$ cat config.mk
export PLATFORM = sky130hd
export DESIGN_NAME = div_sequencer
export DESIGN_NICKNAME = d
export VERILOG_FILES = /design/src/rtl/div_sequencer.sv
export SDC_FILE = /design/constraint.sdc
export NUM_CORES = 1
export LEC_CHECK = 0
export CAP_MARGIN = 15
export CORE_MARGIN = 1
export CORE_UTILIZATION = 52
export CTS_CLUSTER_SIZE = 30
export DETAILED_ROUTE_END_ITERATION = 7
export PLACE_DENSITY = 0.8
export SYNTH_ARGS = -nofsm -noshare
export SYNTH_HDL_FRONTEND = slang
export SYNTH_SLANG_ARGS = --single-unit
export TNS_END_PERCENT = 5
$ cat constraint.sdc
create_clock -name clk -period 3.7 [get_ports clk]
set_clock_uncertainty 0.15 [all_clocks]
set_input_delay 0.74 -clock clk [delete_from_list [all_inputs] [get_ports clk]]
set_output_delay 0.74 -clock clk [all_outputs]
set_load 0.02 [all_outputs]
$ cat src/rtl/div_sequencer.sv
// Multi-cycle DIV/DIVU sequencer: 32-step restoring division with sign fix-up,
// holding quotient/remainder until the HI/LO write side acknowledges.
module div_sequencer #(
    parameter int WIDTH = 32,
    parameter int CNT_W = 6
) (
    input  logic             clk,
    input  logic             resetn,
    input  logic             div_start,
    input  logic             div_signed,
    input  logic [WIDTH-1:0] dividend,
    input  logic [WIDTH-1:0] divisor,
    input  logic             div_cancel,
    input  logic             div_ack,
    output logic             div_busy,
    output logic             DIV_Complete,
    output logic [WIDTH-1:0] quotient,
    output logic [WIDTH-1:0] remainder,
    output logic [2:0]       dbg_state
);

    typedef enum logic [2:0] {
        IDLE = 3'd0,
        PREP = 3'd1,
        ITER = 3'd2,
        FIX  = 3'd3,
        DONE = 3'd4
    } state_t;

    state_t           state;
    logic [CNT_W-1:0] cnt;
    logic [WIDTH-1:0] dvd;
    logic [WIDTH-1:0] dvs;
    logic [WIDTH:0]   rem;
    logic             signed_op;
    logic             sign_q;
    logic             sign_r;

    // Handshake: a request is taken when div_start is high in IDLE, or in DONE
    // together with div_ack; div_ack retires a result only in DONE; div_cancel
    // overrides both in every state.
    logic accept;
    always_comb begin
        accept = 1'b0;
        if (!div_cancel && div_start) begin
            accept = (state == IDLE) || (state == DONE && div_ack);
        end
    end

    // One restoring step: shift the next dividend bit into the remainder and
    // subtract the divisor if it fits.
    logic [WIDTH+1:0] shifted;
    logic             fits;
    always_comb begin
        shifted = {rem, dvd[WIDTH-1]};
        fits    = (shifted >= {2'b00, dvs});
    end

    assign dbg_state = state;

    always_ff @(posedge clk or negedge resetn) begin
        if (!resetn) begin
            state        <= IDLE;
            cnt          <= '0;
            dvd          <= '0;
            dvs          <= '0;
            rem          <= '0;
            signed_op    <= 1'b0;
            sign_q       <= 1'b0;
            sign_r       <= 1'b0;
            quotient     <= '0;
            remainder    <= '0;
            div_busy     <= 1'b0;
            DIV_Complete <= 1'b0;
        end else if (div_cancel) begin
            state        <= IDLE;
            cnt          <= '0;
            div_busy     <= 1'b0;
            DIV_Complete <= 1'b0;
        end else begin
            if (accept) begin
                dvd       <= dividend;
                dvs       <= divisor;
                signed_op <= div_signed;
                sign_q    <= div_signed & (dividend[WIDTH-1] ^ divisor[WIDTH-1]);
                sign_r    <= div_signed & dividend[WIDTH-1];
            end
            case (state)
                IDLE: begin
                    if (accept) begin
                        state    <= PREP;
                        div_busy <= 1'b1;
                    end
                end
                PREP: begin
                    // Negating 0x80000000 leaves it unchanged, read as unsigned.
                    if (signed_op && dvd[WIDTH-1]) dvd <= -dvd;
                    if (signed_op && dvs[WIDTH-1]) dvs <= -dvs;
                    rem   <= '0;
                    cnt   <= '0;
                    state <= ITER;
                end
                ITER: begin
                    if (fits) begin
                        rem <= shifted[WIDTH:0] - {1'b0, dvs};
                    end else begin
                        rem <= shifted[WIDTH:0];
                    end
                    dvd <= {dvd[WIDTH-2:0], fits};
                    cnt <= cnt + CNT_W'(1);
                    if (cnt == CNT_W'(WIDTH - 1)) state <= FIX;
                end
                FIX: begin
                    quotient     <= sign_q ? -dvd : dvd;
                    remainder    <= sign_r ? -rem[WIDTH-1:0] : rem[WIDTH-1:0];
                    state        <= DONE;
                    div_busy     <= 1'b0;
                    DIV_Complete <= 1'b1;
                end
                DONE: begin
                    if (accept) begin
                        state        <= PREP;
                        div_busy     <= 1'b1;
                        DIV_Complete <= 1'b0;
                    end else if (div_ack) begin
                        state        <= IDLE;
                        DIV_Complete <= 1'b0;
                    end
                end
                default: begin
                    state        <= IDLE;
                    cnt          <= '0;
                    div_busy     <= 1'b0;
                    DIV_Complete <= 1'b0;
                end
            endcase
        end
    end

endmodule

==> flow_metrics.tcl <==
set metrics [dict create \
    crit_fanout 18 \
    cts_setup_buffers 0 \
    cts_resized 0 \
    combPwrFrac 0.442 \
    grt_max_degree 85 \
    synth_top_family_by_area "compound AO/OA/AOI/OAI gates" \
    slew_violations 0 \
    grt_overflow 0 \
    max_freq_ghz 0.285 \
    synth_top_area_cell "dfrtp_1" \
    core-area_mm2 0.0218 \
    syn_area_mm2 0.0116 \
    synthDistinctLibCells 67 \
    setup_viol 0 \
    cp-end-kind "flop" \
    antenna_found_initial 0 \
    wl_per_cell_um 18.6 \
    r2r_slack_ns 0.19 \
    syn_to_final_growth_pct 20.9 \
    drv_cap 0 \
    syn_nets 1540 \
    fin_crit_sh 0.949 \
    grt_use_met2 0.503 \
    final.hold.worst_slack_ns 0.169 \
    grt_pass1_vias 10700 \
    clk_latency_ns 0.44 \
    switching_share 0.412 \
    clk_pin_slew_ns 0.07 \
    outcome "finished, final reports clean" \
    grt_util_met1 0.427 \
    numCtsBuffers 17 \
    total_leakage_power_nw 5.96 \
    dr.first_iter.drc_count 1300 \
    synth_seq_cells 175 \
    place_congestion 0.968 \
    route.detailed.drc 0 \
    synthAdderAreaFrac 0.0407 \
    start_util 0.530 \
    synth_ff_type "dfrtp_1" \
    netlist.area_leader.share 0.379 \
    ir_drop_v 0.000377 \
    fin_crit_ns 3.51 \
    dp_hpwl_mm 24.4 \
    yosys.area_share.simple 0.198 \
    rsz0062_at_grt "false" \
    clockBufferDepth 2 \
    design.die.area_mm2 0.0228 \
    hold_viol_final 0 \
    synth_edf_count 0 \
    cts_root_buffer "clkbuf_16" \
    wirelength_mm 34.3 \
    muxShareOfSynthArea 0.0197 \
    dr.pass1.iters 5 \
    hold_class "input port to async pin" \
    worstSetupStartpointType "flop" \
    async_flop_share 1.00 \
    seq_area_frac_synth 0.379 \
    netlist_instances 1433 \
    crit_required_ns 3.85 \
    top_usage_layer "met2" \
    die_x_um 151 \
    worstSetupPathType "flop to flop" \
    port_buffers 138 \
    viasPerCell 6.18 \
    fillers 1832 \
    vias 11400 \
    p_switching_mw 3.85 \
    clkPwrFrac 0.211 \
    synth_area_leaders "dfrtp_1 (38%), a21oi_1 (6.7%), o21ai_0 (6.2%), nand2_1 (5.6%), nor2_1 (4.6%)" \
    antenna_cells 0 \
    ant_nets 0 \
    avgSynthCellArea_um2 8.07 \
    worstMarginPinSlew_ns 1.19 \
    finalNetCount 1652 \
    die_y_um 151 \
    clock_sinks 175 \
    synth-xor-area-share 0.0682 \
    p_int_mw 5.50 \
    drive_gt1_frac 0.0655 \
    grtUsageTotal 0.310 \
    synth-compound-area-share 0.248 \
    worstPathArrival_ns 3.66 \
    powerDensity_mw_per_mm2 669 \
    pin_count 139 \
    slew_headroom 0.208 \
    grt_pass1_wl_mm 55.3 \
    ctsHoldBuffers 0 \
    rows 54 \
    setup-tns-final_ns 0 \
    cts_tree "done" \
    grt_use_met3 0.0425 \
    ys.warnings.count 0 \
    seq_power_share 0.347 \
    htree_levels 4 \
]
worst paths after layout:
path | end | from | cells past startpoint
hold reg to reg | cnt[5] | cnt[5] | 1
setup / recovery | rem[21] | dvd[31] | 13
setup reg to reg | rem[21] | dvd[31] | 13
hold / removal | dvd[14] | resetn | 1
min in group clk | cnt[5] | cnt[5] | 1
max in group asynchronous | rem[7] | resetn | 2
state kept, by name, summed over array words and instances (netlist names):
signal,cells
cnt,6
rem,33
dvs,32
div_busy,1
dbg_state,3
sign_q,1
sign_r,1
signed_op,1
DIV_Complete,1
remainder,32
quotient,32
dvd,32
per-layer routing:
layer  up-vias  wire length [um]
met5         -                 0
met4         0               862
met3        64              2580
met2       545             16200
met1      5405             14600
li1       5340                 -
final cells by class:
type	instances	area, um^2	area share
clock buffer	18	429	0.0307
clock inverter	14	204	0.0146
inverter	58	218	0.0156
multi-input combinational	1114	6680	0.478
sequential	175	4380	0.313
tap	280	350	0.0251
timing repair buffer	179	1720	0.123
cells by family (layout without fill, tap and decap cells):
logic type | Yosys count | count (layout)
DFF | 175 | 175
buffers and inverters | 144 | 269
and+or+nand+nor | 498 | 498
muxes | 22 | 22
xor gates and xnor gates | 90 | 90
AOI/OAI and AO/OA | 467 | 467
adders and majority gates | 37 | 37
power groups by stage:
stage | clock (mW) | combinational, mW | sequential, mW
detailed placement | 0 | 4.07 | 3.26
floorplan | 0 | 2.29 | 3.44
CTS | 1.98 | 4.11 | 3.23
finish | 1.97 | 4.13 | 3.24
global route | 2.08 | 4.52 | 3.34
global placement | 0 | 3.99 | 3.22
metrics by stage:
stage	cell area, um^2	cells	power (mW)	setup WS [ns]	util
3_3_place_gp	13300	1806	7.21	0.296	0.611
4_1_cts	14000	1838	9.32	0.131	0.640
3_5_place_dp	13300	1806	7.33	0.136	0.611
2_1_floorplan	11600	1433	5.73	0.243	-
6_report	14000	1838	9.35	0.188	0.641
5_1_grt	14000	1838	9.93	0.000153	0.641
worst max-delay path: stages, from the launching register on:
cell and delay, ns:
dfrtp_1 0.44, inv_1 0.16, ha_1 0.19, inv_1 0.05, fa_1 0.40, a21o_1 0.21
a221oi_1 0.37, nand3_1 0.20, a311oi_2 0.33, a211o_1 0.19, nand2_1 0.06, buf_4 0.23
nand2_1 0.25, o211ai_1 0.14
layout by cell type, fill, tap and decap left out, drive strengths merged, types with 18 or more instances in the layout:
cell type      instances
nor3                  44
a21oi                154
inv                   63
nand3                 35
clkbuf                18
or3                   31
ha                    36
xnor2                 31
nand2                173
a221oi                18
clkdlybuf4s50        136
nor2                 142
buf                   43
a21o                  25
xor2                  59
dfrtp                175
o21ai                144
cells in the mapped netlist, types with 27 or more instances:
library cell and instances:
nor2_1 142, xor2_1 59, nand2_1 173, or3_1 27, nand3_1 35, ha_1 36
nor3_1 43, dfrtp_1 175, inv_1 57, o21ai_0 143, clkbuf_1 79, xnor2_1 31
a21oi_1 154
Note: power is estimated with default switching activity, not from simulation.
